## config.mk

```make
export PLATFORM = sky130hd
export DESIGN_NAME = tm1638_responder
export DESIGN_NICKNAME = d
export VERILOG_FILES = /design/src/rtl/tm1638_responder.sv
export SDC_FILE = /design/constraint.sdc
export NUM_CORES = 1
export LEC_CHECK = 0
export ABC_AREA = 0
export CAP_MARGIN = 15
export CORE_MARGIN = 1
export CORE_UTILIZATION = 51
export CTS_CLUSTER_DIAMETER = 80
export DETAILED_ROUTE_END_ITERATION = 12
export GPL_ROUTABILITY_DRIVEN = 0
export PLACE_DENSITY_LB_ADDON = 0.25
export SLEW_MARGIN = 20
export SYNTH_ARGS = -nofsm -noshare
export SYNTH_HDL_FRONTEND = slang
export SYNTH_SLANG_ARGS = --single-unit
```

## constraint.sdc

```tcl
create_clock -name i_clk -period 7.7 [get_ports i_clk]
set_input_delay 1.54 -clock i_clk [delete_from_list [all_inputs] [get_ports i_clk]]
set_output_delay 1.54 -clock i_clk [all_outputs]
set_load 0.005 [all_outputs]
```

## src/rtl/tm1638_responder.sv

```systemverilog
// Device end of a TM1638-style STB/CLK/DIO link: decodes command/data frames,
// holds the 16-byte display RAM and display control, and shifts key-scan data out.
module tm1638_responder #(
  parameter int SYNC_STAGES = 2
) (
  input  logic         i_clk,
  input  logic         rst,
  input  logic         i_ledkey_clk,
  input  logic         i_ledkey_stb,
  input  logic         i_dio,
  output logic         o_dio,
  output logic         o_dio_oe,
  input  logic [7:0]   i_keys,
  output logic [127:0] o_display_ram,
  output logic         o_display_on,
  output logic [2:0]   o_brightness,
  output logic         o_cmd_strobe
);

  typedef enum logic [2:0] {
    S_IDLE,
    S_CMD,
    S_WRITE,
    S_READ,
    S_DISCARD
  } state_t;

  state_t state_q, state_d;

  logic [SYNC_STAGES-1:0] clk_sync, stb_sync, dio_sync;
  logic clk_d, stb_d;
  logic clk_s, stb_s, dio_s;

  logic [2:0]  bit_cnt;
  logic [6:0]  shift_q;
  logic [3:0]  ptr;
  logic        read_mode;
  logic        fixed_addr;
  logic [7:0]  ram [16];
  logic [31:0] key_resp;
  logic [31:0] key_image;
  logic [5:0]  resp_cnt;

  logic stb_fall, stb_rise, clk_rise, clk_fall;
  logic byte_done;
  logic [7:0] byte_val;

  // Pins idle high, so the synchronizers reset to 1 to avoid a false edge.
  always_ff @(posedge i_clk or posedge rst) begin
    if (rst) begin
      clk_sync <= '1;
      stb_sync <= '1;
      dio_sync <= '1;
      clk_d    <= 1'b1;
      stb_d    <= 1'b1;
    end else begin
      // NOTE: sequential state uses non-blocking assignments so every flop samples pre-edge values.
      clk_sync <= {clk_sync[SYNC_STAGES-2:0], i_ledkey_clk};
      stb_sync <= {stb_sync[SYNC_STAGES-2:0], i_ledkey_stb};
      dio_sync <= {dio_sync[SYNC_STAGES-2:0], i_dio};
      clk_d    <= clk_sync[SYNC_STAGES-1];
      stb_d    <= stb_sync[SYNC_STAGES-1];
    end
  end

  assign clk_s = clk_sync[SYNC_STAGES-1];
  assign stb_s = stb_sync[SYNC_STAGES-1];
  assign dio_s = dio_sync[SYNC_STAGES-1];

  assign stb_fall = stb_d & ~stb_s;
  assign stb_rise = ~stb_d & stb_s;
  // CLK edges count only while STB has been low for both samples.
  assign clk_rise = ~clk_d & clk_s & ~stb_s & ~stb_d;
  assign clk_fall = clk_d & ~clk_s & ~stb_s & ~stb_d;

  assign byte_val  = {dio_s, shift_q};
  assign byte_done = clk_rise && (bit_cnt == 3'd7) &&
                     (state_q != S_IDLE) && (state_q != S_READ);

  always_comb begin
    key_image = '0;
    for (int n = 0; n < 4; n++) begin
      key_image[8*n]     = i_keys[n];
      key_image[8*n + 4] = i_keys[n + 4];
    end
  end

  always_ff @(posedge i_clk or posedge rst) begin
    if (rst) state_q <= S_IDLE;
    else     state_q <= state_d;
  end

  always_comb begin
    // NOTE: default first so no path through always_comb leaves state_d unassigned (no latch).
    state_d = state_q;
    if (stb_rise) begin
      state_d = S_IDLE;
    end else if (stb_fall) begin
      state_d = S_CMD;
    end else if (state_q == S_CMD && byte_done) begin
      unique case (byte_val[7:6])
        2'b01:   state_d = byte_val[1] ? S_READ : S_DISCARD;
        2'b11:   state_d = S_WRITE;
        default: state_d = S_DISCARD;
      endcase
    end
  end

  always_ff @(posedge i_clk or posedge rst) begin
    if (rst) begin
      bit_cnt      <= '0;
      shift_q      <= '0;
      ptr          <= '0;
      read_mode    <= 1'b0;
      fixed_addr   <= 1'b0;
      key_resp     <= '0;
      resp_cnt     <= '0;
      o_display_on <= 1'b0;
      o_brightness <= '0;
      o_cmd_strobe <= 1'b0;
      o_dio        <= 1'b1;
      o_dio_oe     <= 1'b0;
      // NOTE: the display RAM is a visible output with a defined reset value, so it is built from resettable flops.
      for (int i = 0; i < 16; i++) ram[i] <= '0;
    end else begin
      o_cmd_strobe <= 1'b0;
      if (stb_rise) begin
        bit_cnt  <= '0;
        o_dio    <= 1'b1;
        o_dio_oe <= 1'b0;
      end else if (stb_fall) begin
        bit_cnt <= '0;
        shift_q <= '0;
      end else begin
        if (clk_rise && state_q != S_IDLE && state_q != S_READ) begin
          bit_cnt <= bit_cnt + 3'd1;
          shift_q <= {dio_s, shift_q[6:1]};
        end

        if (byte_done && state_q == S_CMD) begin
          o_cmd_strobe <= 1'b1;
          unique case (byte_val[7:6])
            2'b01: begin
              read_mode  <= byte_val[1];
              fixed_addr <= byte_val[2];
              key_resp   <= key_image;
              resp_cnt   <= '0;
            end
            2'b10: begin
              o_display_on <= byte_val[3];
              o_brightness <= byte_val[2:0];
            end
            2'b11:   ptr <= byte_val[3:0];
            default: ;
          endcase
        end

        if (byte_done && state_q == S_WRITE && !read_mode) begin
          ram[ptr] <= byte_val;
          if (!fixed_addr) ptr <= ptr + 4'd1;
        end

        // After the 32 response bits the line is held low until the frame closes.
        if (clk_fall && state_q == S_READ) begin
          o_dio_oe <= 1'b1;
          if (resp_cnt[5]) begin
            o_dio <= 1'b0;
          end else begin
            o_dio    <= key_resp[resp_cnt[4:0]];
            resp_cnt <= resp_cnt + 6'd1;
          end
        end
      end
    end
  end

  for (genvar g = 0; g < 16; g++) begin : g_pack
    assign o_display_ram[8*g +: 8] = ram[g];
  end

endmodule

```

Word level (Yosys, flattened, before mapping). Index checks and enable logic that the tools add are counted.

$add $sub $neg: 3. Reductions and logical operators: 22. Mux-type cells: 33. Shift operators: 0. Bitwise operators: 15. Eq/ne operators: 9. Div/mod/pow operators: 0. Order comparisons: 3. Multipliers: 0.

Operators with widths (count): $bwmux 128 (1); $demux 8 s4 (1); $mux 6 (4); $mux 3 (7); $mux 4 (4); $mux 7 (2); $mux 1 (11); $logic_and 1x1->1 (10); $reduce_bool 3->1 (3); $and 1x1->1 (8); $mux 8 (1); $reduce_and 4->1 (2); $add 6x1->6 const B (1); $eq 3x2->1 const B (2); $lt 5x6->1 const B (1); $not 1->1 (6); $pmux 3 s2 (1); $reduce_and 2->1 (3); $bmux 1 s5 (1); $ge 5x5->1 const B (1); $lt 5x1->1 const B (1); $not 4->5 (1); $add 4x1->4 const B (1); $eq 2x2->1 const B (2); other kinds (9) (10).

Output and inout bits: 135. Memories kept: 0. Bits in registers: 176. Latch bits: 0. Bits in read-only memories: 0. Bits in writable memories: 0. Input port bits: 13. Word-level logic and storage cells: 119.

Depth between registers and ports, before layout.
Word-level depth: 11. Gate-level depth with buffers: 8. Depth with buffers taken out: 6.

Least setup slack after synthesis. No wires, ideal clock.

Kind: register to register. From: reg clk_sync[1]. To: reg ram (netlist bit o_display_ram[56]). Stages on the path, launching flop included: 6. Data arrival time: 2.114 ns. Period minus slack after synthesis: 2.239 ns. Slack: 5.461 ns. Cells stage by stage: dfstp_2 > or4b_4 > nor3_4 > buf_12 > nand3_4 > mux2_4.

Longest elaborated chain between the ends: 9.

Ends and longest elaborated chain: from (decl) (RTL line 30) `logic [SYNC_STAGES-1:0] clk_sync, stb_sync, dio_sync;`; from (signal assigned) (RTL line 58) `clk_sync <= {clk_sync[SYNC_STAGES-2:0], i_ledkey_clk};`; $and 1x1->1 (3 in a row) (RTL line 73) `assign clk_rise = ~clk_d & clk_s & ~stb_s & ~stb_d;`; $logic_and 1x1->1 (2 in a row) (RTL line 77) `assign byte_done = clk_rise && (bit_cnt == 3'd7) &&`; $logic_and 1x1->1 (RTL line 78) `(state_q != S_IDLE) && (state_q != S_READ);`; $logic_and 1x1->1 (2 in a row) (RTL line 158) `if (byte_done && state_q == S_WRITE && !read_mode) begin`; $reduce_and 3->1 (no line); to (signal, indexed assignment) (RTL line 159) `ram[ptr] <= byte_val;`; to (decl) (RTL line 39) `logic [7:0] ram [16];`.

No other way between the ends. A chain may end at the register's enable or synchronous reset.

==> reports/metrics.yaml <==
cts:
  cts_tree: "yes"
  cts_repair_resize_count: 0
  cts_hold_buf: 0
  worstSkewPairLatency_ns: 0.42
  cts-htree-levels: 4
  cts_made_buffers: 17
  clk_pin_slew_ns: 0.06
  cts.sink_count: 176
  cts_max_path_buffers: 2
  cts_root_buf: "sky130_fd_sc_hd__clkbuf_16"
  cts.repair_timing.setup_buffer_count: 0
setup_path:
  timing.critical_path.fanout_max: 97
  endpoint_kind: "asynchronous set/reset pin"
  critical_path_required_ns: 8.11
  crit_path_start: "rst"
  critical_path.startpoint_type: "primary input"
  setup.worst_path.class: "primary input to asynchronous set/reset pin"
  r2r.worst_path.cells: 7
  worst_endpoint_data_arrival_time_ns: 3.61
  origin_of_the_critical_flop_to_flop_path: "stb_sync[1]$_DFF_PP1_"
  rrSetupSlack_ns: 5.16
power:
  power.internal_mw: 1.409
  p_comb_frac: 0.030
  net-switching-power_uw: 372.3
  peakVddDrop_v: 0.0001102
  power_mw: 1.781
  p_seq_frac: 0.534
  power.switching_fraction: 0.2090
  share_clk_of_total_power: 0.437
  power.static_leakage_nw: 4.457
  power_density_nw_per_um2: 189.3
layout:
  layout.filler_cells: 966
  antenna_cells_inserted: 0
  multi_input_comb_area_um2: 2695
  layoutNonFillerInstCount: 814
  fin_nets: 646
  final_layout_size_suffix_gt1_frac: 0.3312
  syn_to_final_growth_pct: 29.58
  seq_area_um2: 4415
  post-route-cell-area_um2: 9410
placed_design:
  dpl_cell_area_um2: 8884
  dp.cells: 785
  dpl.hpwl_um: 10320
  numPortBuffers: 147
timing:
  report.final.hold_viol_count: 0
  final_sum_of_negative_setup_slack_ns: 0
  min_period_over_period: 0.4161
  layout_min_cycle_time_ns: 3.204
  slew-limit-headroom: 0.3524
  setup_repair_after_global_routing_missed_its_margin: "no"
  timing.clock.skew_ns: 0.006555
  slew_violations: 0
  achievable-frequency_ghz: 0.3121
  setup-violations-final: 0
  tightest_slew_ns: 0.9715
synth:
  syn-num-nets: 501
  post_synth_instance_area_um2: 7262
  synth_most_common_cell: "sky130_fd_sc_hd__dfrtp_1"
  yosys-top-cells-area: "sky130_fd_sc_hd__dfrtp_1 58%, sky130_fd_sc_hd__mux2_2 22%, sky130_fd_sc_hd__dfstp_2 3.3%, sky130_fd_sc_hd__nand3_4 2.4%, sky130_fd_sc_hd__mux2_4 1.7%"
  syn_avg_cell_area_um2: 15.16
  ys.flop_type: "sky130_fd_sc_hd__dfrtp_1"
  synth_commonest_cells: "167 x sky130_fd_sc_hd__dfrtp_1, 139 x sky130_fd_sc_hd__mux2_2, 18 x sky130_fd_sc_hd__clkbuf_1"
  async_reset_ff_frac: 1.000
  synth_enable_flop_cells: 0
  yosys_register_bits: 176
  ys_warn_count: 0
  synth_sequential_area_ratio: 0.6080
  yosys.area.top_type: "sky130_fd_sc_hd__dfrtp_1"
  synth_cells: 479
  yosys.area.top_type_share: 0.5755
  netlist-cell-type-count: 41
route:
  drt_first_iter_violations: 186
  routed_length_per_placed_instance_um: 19.33
  avgViaCountPerCell: 5.571
  antenna_violating_nets_post_route: 0
  drc: 0
  routed_wirelength_um: 15740
  initial_drt_pass_iterations: 5
  via_count: 4535
die:
  initial_core_util: 0.5232
  design.core.area_um2: 13880
  fp-row-count: 43
  chip_width_um: 121.3
  die_area_um2: 14720
  die_h_um: 121.3
  io-pin-count: 148
global_routing:
  number_of_antenna_violations_at_the_first_check_in_global_routing: 0
  global_route.usage.total: 0.2293
  grt_max_degree: 98
  first_global_vias: 4549
  grt.overflow.total: 0
  grt_first_pass_wirelength_um: 25120
worst_hold_path:
  hold_path_depth: 0
  hp-class: "flop to flop"
  holdCritStartpoint: "stb_sync[0]$_DFF_PP1_"
flow_run:
  max_cap_viol_count: 0
status:
  status: "finished clean"
-- power by group through the flow --
stage | clock network, mW | logic (mW) | registers, mW
floorplan | 0 | 0.0398 | 0.960
global placement | 0 | 0.0518 | 0.966
detailed placement | 0 | 0.0540 | 0.967
CTS | 0.792 | 0.0542 | 0.950
global route | 0.831 | 0.0604 | 0.951
finish | 0.778 | 0.0527 | 0.951
-- registers in the layout (all words and copies together), names as in the netlist --
name and cells:
ptr 4, o_cmd_strobe 1, o_display_ram 128, resp_cnt 6
stb_d 1, stb_sync 2, state_q 3, o_display_on 1
read_mode 1, clk_sync 2, key_resp 8, o_dio_oe 1
dio_sync 2, fixed_addr 1, o_brightness 3, bit_cnt 3
shift_q 7, clk_d 1, o_dio 1
-- cell families after synthesis --
| family | share of synthesized area |
|---|---|
| xor gates and xnor gates | 0.001206 |
| adders and majority gates | 0.01551 |
| DFF | 0.6080 |
| muxes | 0.2452 |
| AOI/OAI and AO/OA | 0.03222 |
| buffers and inverters | 0.02171 |
| and+or+nand+nor | 0.07616 |
-- critical path: stages --
cell and delay [ns]:
sky130_fd_sc_hd__clkdlybuf4s50_1 0.47, sky130_fd_sc_hd__inv_6 0.64, sky130_fd_sc_hd__buf_4 0.88
-- metrics by stage --
stage	setup slack (ns)	hold slack, ns	utilization
global route	4.151	0.3570	0.6779
CTS	4.411	0.3567	0.6779
detailed placement	3.952	0.3478	0.6400
floorplan	1.401	0.3452	-
finish	4.496	0.3549	0.6779
global placement	4.007	0.3469	0.6400
-- metal layers --
metal,vias up,global-route usage,part of all wire
met1,2345,0.3031,0.44
met2,145,0.3651,0.49
met3,19,0.05451,0.054
li1,2026,-,-
met4,0,0.09028,0.014
met5,-,0,0
-- cell type report --
class | instances | share of cell area
clock buffers | 21 | 0.04893
multi-input cells | 266 | 0.2864
clock inverters | 8 | 0.007047
inverters | 13 | 0.005717
well taps | 180 | 0.02393
repair buffers | 150 | 0.1588
flip-flops and latches | 176 | 0.4692
-- layout by cell type, fill, tap and decap left out, types with 3 or more instances in the layout --
master	n
sky130_fd_sc_hd__mux2i_1	5
sky130_fd_sc_hd__dfstp_2	9
sky130_fd_sc_hd__clkdlybuf4s50_1	147
sky130_fd_sc_hd__dfrtp_1	167
sky130_fd_sc_hd__buf_4	3
sky130_fd_sc_hd__nor3_1	7
sky130_fd_sc_hd__a21oi_1	5
sky130_fd_sc_hd__nand2_1	13
sky130_fd_sc_hd__nand3_1	4
sky130_fd_sc_hd__a2bb2oi_1	3
sky130_fd_sc_hd__and3_1	4
sky130_fd_sc_hd__ha_1	9
sky130_fd_sc_hd__mux2_2	139
sky130_fd_sc_hd__nand3_4	10
sky130_fd_sc_hd__nor4b_1	3
sky130_fd_sc_hd__nor2_1	12
sky130_fd_sc_hd__inv_1	12
sky130_fd_sc_hd__mux2_4	8
sky130_fd_sc_hd__a22o_1	9
sky130_fd_sc_hd__o21ai_0	5
sky130_fd_sc_hd__o22ai_1	3
sky130_fd_sc_hd__clkbuf_16	17
sky130_fd_sc_hd__nand4_2	4
sky130_fd_sc_hd__clkinv_2	5
-- worst paths after layout --
kind	to
min in group asynchronous	o_display_ram[10]$_DFFE_PP0P_
worst max-delay path	o_display_ram[1]$_DFFE_PP0P_
worst min register to register	stb_sync[1]$_DFF_PP1_
worst min-delay path	stb_sync[1]$_DFF_PP1_
worst max register to register	o_display_ram[109]$_DFFE_PP0P_
max in group i_clk	o_dio
No activity file was read; power rests on OpenSTA's default activity.
